===== src/rtl/sonar_pkg.sv =====
// Shared types for the sonar ping/listen capture path: mic ids and the capture sequencer states.
// Pure declarations, no logic.
package sonar_pkg;

  localparam int NUM_MICS = 4;

  typedef enum logic [1:0] {
    LEFT_LOW   = 2'd0,
    LEFT_HIGH  = 2'd1,
    RIGHT_LOW  = 2'd2,
    RIGHT_HIGH = 2'd3
  } mic_enum;

  typedef enum logic [2:0] {
    IDLE, ARMED, PING, BLANK, ALIGN, CAPTURE, DRAIN, DONE
  } cap_state_t;

endpackage


===== src/rtl/sonar_cap_fifo.sv =====
// Two-entry sample FIFO with an AXIS-style head; one cycle push-to-valid latency.
// A push while full is ignored (the caller counts it as a drop); flush empties it immediately.
module sonar_cap_fifo #(
  parameter int W = 35
) (
  input  logic         clk,
  input  logic         rstn,
  input  logic         flush,
  input  logic         push,
  input  logic [W-1:0] push_dat,
  output logic         full,
  output logic         empty,
  output logic         out_vld,
  input  logic         out_rdy,
  output logic [W-1:0] out_dat
);

  logic [W-1:0] mem [2];
  logic         wr_ptr;
  logic         rd_ptr;
  logic [1:0]   cnt;
  logic         do_push;
  logic         do_pop;

  assign full    = (cnt == 2'd2);
  assign empty   = (cnt == 2'd0);
  assign out_vld = !empty;
  assign out_dat = mem[rd_ptr];
  assign do_pop  = out_vld && out_rdy;
  assign do_push = push && !full;

  always_ff @(posedge clk) begin
    if (!rstn) begin
      mem    <= '{default: '0};
      wr_ptr <= 1'b0;
      rd_ptr <= 1'b0;
      cnt    <= 2'd0;
    end else if (flush) begin
      wr_ptr <= 1'b0;
      rd_ptr <= 1'b0;
      cnt    <= 2'd0;
    end else begin
      if (do_push) begin
        mem[wr_ptr] <= push_dat;
        wr_ptr      <= ~wr_ptr;
      end
      if (do_pop) rd_ptr <= ~rd_ptr;
      cnt <= cnt + {1'b0, do_push} - {1'b0, do_pop};
    end
  end

endmodule


===== src/rtl/sonar_capture_ctrl.sv =====
// Sequences one ping/listen cycle: wait frame_sync, fire tx_trig, skip blank sets, forward capture sets as one packet.
// Input never stalls; output is one cycle behind acceptance, and samples arriving with the FIFO full are dropped.
module sonar_capture_ctrl #(
  parameter int NUM_MICS = sonar_pkg::NUM_MICS,
  parameter int DATA_W   = 32,
  parameter int CNT_W    = 16
) (
  input  logic              clk,
  input  logic              rstn,
  input  logic              start,
  input  logic              abort,
  input  logic [CNT_W-1:0]  blank_len,
  input  logic [CNT_W-1:0]  capture_len,
  input  logic              frame_sync,
  output logic              tx_trig,
  output logic              busy,
  output logic              done,
  output logic              overflow,
  input  logic [DATA_W-1:0] s_axis_tdata,
  input  logic              s_axis_tvalid,
  output logic              s_axis_tready,
  input  logic [1:0]        s_axis_tuser,
  output logic [DATA_W-1:0] m_axis_tdata,
  output logic              m_axis_tvalid,
  input  logic              m_axis_tready,
  output logic [1:0]        m_axis_tuser,
  output logic              m_axis_tlast
);
  import sonar_pkg::*;

  localparam logic [1:0] LAST_MIC = 2'(NUM_MICS - 1);

  cap_state_t       st;
  logic [CNT_W-1:0] blank_q;
  logic [CNT_W-1:0] cap_q;
  logic [CNT_W-1:0] blank_cnt;
  logic [CNT_W-1:0] set_cnt;

  logic fifo_full;
  logic fifo_empty;
  logic set_end;
  logic set_begin;
  logic push;
  logic push_last;
  logic drop;

  assign s_axis_tready = 1'b1;
  assign set_end   = s_axis_tvalid && (s_axis_tuser == LAST_MIC);
  assign set_begin = s_axis_tvalid && (s_axis_tuser == LEFT_LOW);
  assign push      = ((st == ALIGN) && set_begin) || ((st == CAPTURE) && s_axis_tvalid);
  assign push_last = (st == CAPTURE) && set_end && (set_cnt == cap_q - CNT_W'(1));
  assign drop      = push && fifo_full;

  sonar_cap_fifo #(.W(DATA_W + 3)) u_fifo (
    .clk      (clk),
    .rstn     (rstn),
    .flush    (abort),
    .push     (push),
    .push_dat ({push_last, s_axis_tuser, s_axis_tdata}),
    .full     (fifo_full),
    .empty    (fifo_empty),
    .out_vld  (m_axis_tvalid),
    .out_rdy  (m_axis_tready),
    .out_dat  ({m_axis_tlast, m_axis_tuser, m_axis_tdata})
  );

  always_ff @(posedge clk) begin
    if (!rstn) begin
      st        <= IDLE;
      blank_q   <= '0;
      cap_q     <= '0;
      blank_cnt <= '0;
      set_cnt   <= '0;
      tx_trig   <= 1'b0;
      busy      <= 1'b0;
      done      <= 1'b0;
      overflow  <= 1'b0;
    end else if (abort) begin
      st        <= IDLE;
      blank_cnt <= '0;
      set_cnt   <= '0;
      tx_trig   <= 1'b0;
      busy      <= 1'b0;
      done      <= 1'b0;
    end else begin
      tx_trig <= 1'b0;
      done    <= 1'b0;
      if (drop) overflow <= 1'b1;
      case (st)
        IDLE: if (start) begin
          blank_q   <= blank_len;
          cap_q     <= capture_len;
          blank_cnt <= '0;
          set_cnt   <= '0;
          overflow  <= 1'b0;
          busy      <= 1'b1;
          st        <= ARMED;
        end
        ARMED: if (frame_sync) begin
          tx_trig <= 1'b1;
          st      <= PING;
        end
        PING: begin
          if (cap_q == '0)        st <= DRAIN;
          else if (blank_q == '0) st <= ALIGN;
          else                    st <= BLANK;
        end
        BLANK: if (set_end) begin
          blank_cnt <= blank_cnt + CNT_W'(1);
          if (blank_cnt + CNT_W'(1) == blank_q) st <= ALIGN;
        end
        ALIGN: if (set_begin) st <= CAPTURE;
        // Counters advance even when the FIFO drops the sample, so packet length stays tied to time.
        CAPTURE: if (set_end) begin
          set_cnt <= set_cnt + CNT_W'(1);
          if (set_cnt == cap_q - CNT_W'(1)) st <= DRAIN;
        end
        DRAIN: if (fifo_empty) begin
          done <= 1'b1;
          st   <= DONE;
        end
        DONE: begin
          busy <= 1'b0;
          st   <= IDLE;
        end
        default: st <= IDLE;
      endcase
    end
  end

endmodule


===== config.mk =====
export PLATFORM = sky130hd
export DESIGN_NAME = sonar_capture_ctrl
export DESIGN_NICKNAME = d
export VERILOG_FILES = /design/src/rtl/sonar_pkg.sv /design/src/rtl/sonar_cap_fifo.sv /design/src/rtl/sonar_capture_ctrl.sv
export SDC_FILE = /design/constraint.sdc
export NUM_CORES = 1
export LEC_CHECK = 0
export CORE_ASPECT_RATIO = 0.6
export CORE_MARGIN = 10
export CORE_UTILIZATION = 50
export DETAILED_ROUTE_END_ITERATION = 10
export GPL_ROUTABILITY_DRIVEN = 0
export GPL_TIMING_DRIVEN = 0
export HOLD_SLACK_MARGIN = 0.08
export PLACE_DENSITY = 0.79
export REMOVE_ABC_BUFFERS = 1
export SLEW_MARGIN = 40
export SYNTH_ARGS = -nofsm -noshare
export SYNTH_HDL_FRONTEND = slang
export SYNTH_SLANG_ARGS = --single-unit

===== constraint.sdc =====
create_clock -name clk -period 4.9 [get_ports clk]
set_input_delay 1.225 -clock clk [delete_from_list [all_inputs] [get_ports clk]]
set_output_delay 1.225 -clock clk [all_outputs]
set_load 0.02 [all_outputs]

==> metrics.txt, run 1 <==
data required time at the worst endpoint roughly 5200 ps; share of the synthesized area in the top cell type 0.382; min Tclk post-route approximately 3300 ps; fin crit share 0.680; FILL cells approximately 1300; Hold Vio Cnt, Final 0; Hold Buf Count CTS 0; VDD IR max between 0.00015 and 0.0002 V; synth warn 0; RR Startpoint blank_cnt[4]; Worst Tran Pin Value roughly 750 ps; Syn Std Cell Area ~7600 sq um; Slew Limit Fails 0; Starting DRT DRC Count ~650; number of buffers created by CTS 17; share of power burned in registers 0.435; ys flop type dfxtp_1; global-route wire length before repair 33200 um; EDFF count, synth 0; Min Hold Slack 456 ps; Clock Tree Buf Depth 2; Placeable Area between 10000 and 15000 sq um; Final setup viols 0; Clock Power Share 0.479; CTS H-tree depth 4; Net Sw Power 684 uW; DRC Markers 0; RR Endpoint st[1]; CTS tree done; Die Footprint just over 20000 sq um; all-layer global routing usage 0.194; flops & latches, synth 145; Final Power roughly 2800 uW; Top Ports between 100 and 150; worst hold path class flip-flop to flip-flop; CP Max Fanout 9; vias in the first global route 6547; DP Wirelength ~14000 um; DRT Wirelength about 20000 um; Rows 34; Die Y 115 um; Leak 0.00331 uW; Switching Fraction 0.244; Cell variety after synth 66; Setup WS post-layout 1570 ps; grt ovf 0; Synth area leader dfxtp_1; initial antenna violation count 0; root buffer cell clkbuf_16; non-filler cells, final approximately 1200; Slew HR 0.501; post-cts sizing count 0; crit path DAT ~3700 ps; WS Path Type input port to flip-flop; mean post-synth cell area between 7 and 8 sq um; Worst-Skew Late Latency 420 ps; Die Wd roughly 180 um; clock skew 13.1 ps; Area contributors post-synth dfxtp_1 38%, nand2_1 11%, a21boi_0 9.9%; status completed; worst slack at placement approximately 1100 ps; placed cells between 1000 and 1500; CTS sink count 145; startpoint types input port; ratio of cells with drive above 1 in the final layout 0.0993; unrepaired setup endpoints after global routing false; P_int 2120 uW; vias per inst around 5.5; Mapped Cells 951; DR pass1 iterations 7; Initial Utilization 0.517; Port Buffers approximately 110; PwrDens 298 nW/um^2; hold_sp u_fifo.mem[34]; R2R depth 8; Seq/Total Area, Yosys 0.382; Gate power share 0.086; Reg clk slew, reported paths ~70 ps; hold endpoint u_fifo.mem[34]; CP endpoint kind flip-flop; Setup Buffers After CTS 0; n_diodes 0; utilization after layout 0.642; Fmax achieved 300 MHz; largest net degree at the start of global routing 67; drt wl/cell ~16 um; FFs w/ async S/R, synth 0; Min-Delay Path Depth 2; vias around 6800; max cap viols 0; r2r setup slk 1570 ps; synth-to-layout area growth 24.0%; Nets 1102; ANT nets after route 0
## flip-flops by register name, indices dropped and copies added, names as in the netlist
signal,flops
blank_cnt,16
blank_q,16
busy,1
cap_q,16
done,1
overflow,1
set_cnt,16
st,3
tx_trig,1
u_fifo.cnt,2
u_fifo.mem,70
u_fifo.rd_ptr,1
u_fifo.wr_ptr,1
## cell usage after synthesis (17+ instances only)
master	count
mux2_2	36
nor2_1	60
nand2_1	232
a21oi_1	27
nor3_1	17
dfxtp_1	145
nand3_1	28
xor2_1	25
xnor2_1	28
a21boi_0	100
clkbuf_1	54
o21ai_0	21
## cell usage in the layout (no fill, tap or decap), drive strengths merged, types with 18 or more instances in the layout
| cell type | count |
|---|---|
| nor3 | 18 |
| a21boi | 102 |
| xor2 | 25 |
| inv | 20 |
| clkdlybuf4s50 | 111 |
| nor2 | 60 |
| xnor2 | 28 |
| o21ai | 24 |
| clkbuf | 20 |
| nand2 | 232 |
| mux2 | 36 |
| dfxtp | 145 |
| a21oi | 27 |
| nand3 | 28 |
## power by group through the flow
stage | combinational [uW] | clock, uW | sequential, uW
after floorplan | 126 | 0 | 1240
after global placement | 237 | 0 | 1240
after detailed placement | 238 | 0 | 1240
after CTS | 240 | 1360 | 1220
after global routing | 265 | 1410 | 1220
final | 242 | 1340 | 1220
## final cells by class
class                           instances  area, sq um  area share
Multi-Input combinational cell        722         4390       0.466
Inverter                               16         60.1     0.00638
Sequential cell                       145         2910       0.309
Timing Repair Buffer                  122         1200       0.127
Clock buffer                           20          468      0.0497
Tap cell                              198          248      0.0263
Clock inverter                         12          144      0.0153
## critical path, cell delays in order
cell and delay (ps):
clkdlybuf4s50_1 520, nor2b_1 190, o211ai_1 130, nand2b_1 280, nor3_2 460, buf_6 220, buf_4 180, buf_2 240
nand2_1 70, a21boi_0 150
## logic make-up (layout without fill, tap and decap cells)
group | count (synthesis) | in the layout | share of synthesized area
compound gates | 201 | 201 | 0.187
xor+xnor | 53 | 53 | 0.0611
fa+ha+maj | 5 | 5 | 0.00824
buf+inv | 84 | 170 | 0.0445
flops | 145 | 145 | 0.382
mux | 39 | 39 | 0.0573
other cells | 1 | 1 | 0.000494
simple gates | 423 | 423 | 0.259
## layer usage
metal,share of wire,global-route usage,vias up
li1,-,-,3407
met1,0.50,0.281,3165
met2,0.42,0.287,206
met3,0.063,0.0383,16
met4,0.0076,0.0490,0
met5,0,0,-
## worst max-delay path by stage
stage / slack (ps) / startpoint / endpoint / cells past startpoint
after floorplan: 1000 / start / blank_q[0] / 4
after global placement: -1120 / rstn / st[2] / 3
after detailed placement: 1140 / s_axis_tvalid / u_fifo.mem[42] / 10
after CTS: 1560 / u_fifo.rd_ptr / m_axis_tdata[25] / 2
after global routing: 1170 / blank_cnt[4] / st[1] / 8
final: 1570 / s_axis_tvalid / u_fifo.mem[60] / 10
## per-stage QoR
stage	area (sq um)	setup TNS (ps)
finish	9420	0
global placement	8680	-89090
floorplan	7320	0
detailed placement	8810	0
global route	9420	0
CTS	9420	0
Power figures use the tool's default switching activity.
==> run 2, diff against run 1 <==
Clock period 4.9 ns to 3.2 ns, I/O delays scaled along.
==> metrics.txt, run 2 (synthesized netlist as in run 1, its figures left out) <==
data required time at the worst endpoint 3490 ps (-1750 ps); Clock Power Share 0.479 (about the same); DR pass1 iterations 5 (-2); grt ovf 0 (unchanged); Hold Vio Cnt, Final 0 (unchanged); crit-path cells ha_2, nand3_1, or4_1, xnor2_1, a2111oi_2, nand4_1, o21a_1, o211ai_1, o31ai_2; clock skew 12.2 ps (-0.861 ps); Reg clk slew, reported paths 70 ps (about the same); status completed; CTS H-tree depth 4 (unchanged); vias per inst 5.49 (-0.18%); Switching Fraction 0.244 (about the same); fin crit share 0.942; root buffer cell clkbuf_16; VDD IR max 0.000281 V (+53%); DRT Wirelength 20200 um (+0.56%); CTS tree done; CTS sink count 145 (unchanged); most frequent cells in the layout 230 x nand2_1, 142 x dfxtp_1, 111 x clkdlybuf4s50_1, 100 x a21boi_0, 60 x nor2_1; Critical Path Max Stage Delay 640 ps (+120 ps); vias in the first global route 6554 (+0.11%); ANT nets after route 0 (unchanged); Leak 0.00331 uW (about the same); Die Wd 179 um (unchanged); largest net degree at the start of global routing 67 (unchanged); Worst Tran Pin Value 751 ps (+1.94 ps); unrepaired setup endpoints after global routing false; setup tns final 0 ps (unchanged); Hold Buf Count CTS 0 (unchanged); n_diodes 0 (unchanged); Slew HR 0.500 (-0.00130); max cap viols 0 (unchanged); vias 6782 (-0.18%); Die Y 115 um (unchanged); DRC Markers 0 (unchanged); Placeable Area 14700 sq um (unchanged); Clock Tree Buf Depth 2 (unchanged); CP max-delay cell or4_1; share of power burned in registers 0.435 (about the same); Net Sw Power 1050 uW (+53%); utilization after layout 0.643 (+0.00128); Initial Utilization 0.517 (unchanged); DP Wirelength 14500 um (unchanged); Worst-Skew Late Latency 420 ps (about the same); max FFs per register 70 (unchanged); global-route wire length before repair 33200 um (+0.17%); Die Footprint 20700 sq um (unchanged); min Tclk post-route approximately 3000 ps; startpoint types flip-flop; Final setup viols 0 (unchanged); Port Buffers 112 (unchanged); Gate power share 0.087 (about the same); commonest non-fill, non-tap cell in the layout nand2_1; worst hold path class flip-flop to flip-flop; crit path DAT 3300 ps (-370 ps); Rows 34 (unchanged); largest register by flop count u_fifo.mem; Slew Limit Fails 0 (unchanged); drt wl/cell 16.3 um (+0.56%); Top Ports 114 (unchanged); ratio of cells with drive above 1 in the final layout 0.104 (+0.00482); CP Max Fanout 7 (-2); all-layer global routing usage 0.194 (+0.000413); Starting DRT DRC Count 642 (-1.4%); Nets 1102 (unchanged); synth-to-layout area growth 24.3%; PwrDens 455 nW/um^2 (+53%); CP endpoint kind flip-flop; initial antenna violation count 0 (unchanged); Fmax achieved 332 MHz; WS Path Type flip-flop to flip-flop; number of buffers created by CTS 17 (unchanged); P_int 3250 uW (+53%)
-- run 2: cell types whose count changed in the layout (fill, tap and decap cells not counted) --
| cell | delta |
|---|---|
| a2111oi_0 | -1 |
| dfxtp_2 | +1 |
| ha_2 | +1 |
| dfxtp_4 | +1 |
| nand3_1 | -1 |
| nand3_2 | +1 |
| dfxtp_1 | -2 |
| ha_1 | -1 |
| a2111oi_2 | +1 |
-- run 2: path summary, 6_finish.rpt --
kind                                     start  depth (start not counted)              to  slack [ps]
worst max-delay path              blank_cnt[0]                          9           st[1]         190
worst min-delay path            u_fifo.mem[34]                          2  u_fifo.mem[34]         460
worst max register to register    blank_cnt[0]                          9           st[1]         190
worst min register to register  u_fifo.mem[34]                          2  u_fifo.mem[34]         460
-- run 2: critical path: cells and delay by family, from the launching register on --
| family | cells | cell delay, ps |
|---|---|---|
| xor gates and xnor gates | 1 | 180 |
| adders and majority gates | 1 | 290 |
| and+or+nand+nor | 3 | 1100 |
| DFF | 1 | 480 |
| AOI/OAI and AO/OA | 4 | 840 |
-- run 2: metal layers --
| layer | GRT usage | vias to the layer above | part of all wire |
|---|---|---|---|
| met1 | 0.281 | 3161 | 0.51 |
| met3 | 0.0383 | 15 | 0.056 |
| met2 | 0.288 | 199 | 0.43 |
| met5 | 0 | - | 0 |
| li1 | - | 3407 | - |
| met4 | 0.0490 | 0 | 0.0081 |
-- run 2: metrics by stage --
stage	power, uW	hold slack, ps	worst slack [ps]	std cells	cell area, sq um
after floorplan	2090	427	-271	883	7320
after CTS	4320	460	18.7	1235	9420
after detailed placement	2270	452	-139	1203	8810
after global routing	4440	481	17.2	1235	9440
after global placement	2270	437	-2390	1193	8680
final	4290	456	187	1235	9440
-- run 2: power by group through the flow --
stage	combinational (uW)	sequential (uW)	clock, uW
final	372	1870	2060
after global routing	407	1870	2160
after CTS	367	1860	2080
after floorplan	192	1890	0
after global placement	363	1910	0
after detailed placement	364	1910	0
-- run 2: area by class of cell --
cell class | instances | area, sq um
timing repair buffer | 122 | 1200
tap | 198 | 248
clock inverter | 12 | 144
fill | 1316 | 5240
sequential | 145 | 2910
multi-input combinational | 722 | 4410
clock buffer | 20 | 468
inverter | 16 | 60.1
-- run 2: what timing repair did --
item | in CTS | in global routing
cloned | 0 | 0
setup buffers | 0 | 0
resized for setup | 1 | 6
pin swaps | 0 | 1
endpoints found under the setup margin | 1 | 5
hold endpoints to repair | 0 | 0
==> run 3, diff against run 2 <==
Settings changed: CELL_PAD_IN_SITES_DETAIL_PLACEMENT from default to 2, CELL_PAD_IN_SITES_GLOBAL_PLACEMENT from default to 2, CORE_UTILIZATION 50 to 32, GPL_TIMING_DRIVEN 0 to default, PLACE_DENSITY 0.79 to 0.84.
==> metrics.txt, run 3 (synthesized netlist as in run 1, its figures left out) <==
status completed; Switching Fraction 0.245 (+0.00126); CTS sink count 145 (unchanged); vias 7038 (+3.8%); Leak 0.00343 uW (+3.6%); Die Y 139 um (+21%); share of power burned in registers 0.420 (-0.015); CP endpoint kind flip-flop; Min-Delay Path Depth 2 (unchanged); Slew HR 0.497 (-0.00229); worst slack at placement 51.5 ps (+190 ps); Die Footprint 30500 sq um (+47%); R2R depth 10 (+1); ANT nets after route 0 (unchanged); worst hold path class flip-flop to flip-flop; initial antenna violation count 1 (+1); PwrDens 455 nW/um^2 (about the same); WS Path Type flip-flop to flip-flop; max cap viols 0 (unchanged); Clock Power Share 0.489 (+0.010); Rows 43 (+26%); Worst-Skew Late Latency 430 ps (about the same); DR pass1 iterations 4 (-1); synth-to-layout area growth 28.3%; Fmax achieved 321 MHz (-3.2%); Slew Limit Fails 0 (unchanged); Initial Utilization 0.327 (-0.191); CTS tree done; n_diodes 0 (unchanged); Worst Tran Pin Value 754 ps (+3.44 ps); placed cells 1344 (+12%); all-layer global routing usage 0.174 (-0.0199); DRT Wirelength 26600 um (+32%); max FFs per register 70 (unchanged); Starting DRT DRC Count 327 (-49%); CP Max Fanout 7 (unchanged); DP Wirelength 19500 um (+35%); DRC Markers 0 (unchanged); Port Buffers 112 (unchanged); CTS H-tree depth 4 (unchanged); min Tclk post-route 3110 ps (+99.4 ps); fin crit share 0.973 (+0.0311); clock skew 9.63 ps (-2.59 ps); P_int 3350 uW (+3.2%); Clock Tree Buf Depth 2 (unchanged); commonest non-fill, non-tap cell in the layout nand2_1; vias in the first global route 7614 (+16%); FILL cells 2664 (+100%); crit path DAT 3430 ps (+130 ps); ratio of cells with drive above 1 in the final layout 0.114 (+0.00990); Reg clk slew, reported paths 60 ps (about the same); drt wl/cell 19.3 um (+18%); grt ovf 0 (unchanged); Final setup viols 0 (unchanged); VDD IR max 0.000295 V (+5.0%); Hold Vio Cnt, Final 0 (unchanged); Net Sw Power 1090 uW (+3.9%); largest register by flop count u_fifo.mem; non-filler cells, final 1376 (+11%); data required time at the worst endpoint 3510 ps (+20 ps); most frequent cells in the layout 232 x nand2_1, 143 x dfxtp_1, 111 x clkdlybuf4s50_1, 100 x a21boi_0, 60 x nor2_1; setup tns final 0 ps (unchanged); largest net degree at the start of global routing 84 (+25%); vias per inst 5.11 (-6.9%); Gate power share 0.091 (+0.004); Setup WS post-layout 87.5 ps (-99.4 ps); number of buffers created by CTS 17 (unchanged); root buffer cell clkbuf_16; startpoint types flip-flop; Placeable Area 23200 sq um (+58%); Nets 1126 (+2.2%); Setup Buffers After CTS 0 (unchanged); Die Wd 219 um (+22%); Top Ports 114 (unchanged); global-route wire length before repair 42700 um (+29%)
-- run 3: cell types whose count changed in the layout (fill, tap and decap cells not counted), moves of 2 or more --
cell and delta:
nand2_1 +2, clkinv_4 -2, buf_2 -5, clkinvlp_4 +2, clkinv_2 +2, bufinv_16 +2, dfxtp_4 -2, buf_4 +31
inv_6 -3, buf_6 -2, nand2_2 -2
-- run 3: area by class of cell --
type,count,area (sq um),share of cell area
Clock inverter,13,185,0.0190
Clock buffer,19,443,0.0454
Tap cell,315,394,0.0404
Sequential cell,145,2910,0.298
Multi-Input combinational cell,722,4370,0.449
Inverter,16,60.1,0.00616
Timing Repair Buffer,146,1380,0.142
-- run 3: through the flow --
stage	util	cell area, sq um	hold WS [ps]	total power, uW
after global placement	0.392	9110	434	2290
after floorplan	-	7320	427	2090
final	0.419	9750	459	4440
after detailed placement	0.392	9110	453	2300
after CTS	0.419	9730	462	4490
after global routing	0.419	9750	475	4620
-- run 3: routing by layer --
layer | wire length (um) | up-vias | GRT usage
met4 | 165 | 2 | 0.0390
met2 | 12500 | 80 | 0.284
met1 | 13200 | 3500 | 0.230
li1 | - | 3439 | -
met5 | 13 | - | 0
met3 | 757 | 17 | 0.0357
-- run 3: worst paths after layout --
path | startpoint | slack (ps) | endpoint
max | blank_cnt[0] | 90 | st[1]
min | u_fifo.mem[69] | 460 | u_fifo.mem[69]
max reg2reg | blank_cnt[0] | 90 | st[1]
min reg2reg | u_fifo.mem[69] | 460 | u_fifo.mem[69]
-- run 3: what timing repair did --
item | 4_1_cts | 5_1_grt
resized for setup | 0 | 3
setup endpoints to repair | 0 | 2
hold buffers | 0 | 0
-- run 3: power by group through the flow --
| stage | clock network, uW | registers [uW] | logic (uW) |
|---|---|---|---|
| 2_1_floorplan | 0 | 1890 | 192 |
| 4_1_cts | 2220 | 1870 | 403 |
| 6_report | 2170 | 1870 | 402 |
| 5_1_grt | 2310 | 1870 | 439 |
| 3_5_place_dp | 0 | 1910 | 398 |
| 3_3_place_gp | 0 | 1900 | 387 |
-- run 3: worst max-delay path: stages (launching register included) --
cell       delay (ps)
dfxtp_1           460
ha_1              240
nand3_1           110
or4_1             590
xnor2_1           180
a2111oi_1         440
buf_4             220
nand4_1           140
o21a_1            270
o211ai_1          240
o31ai_2           100
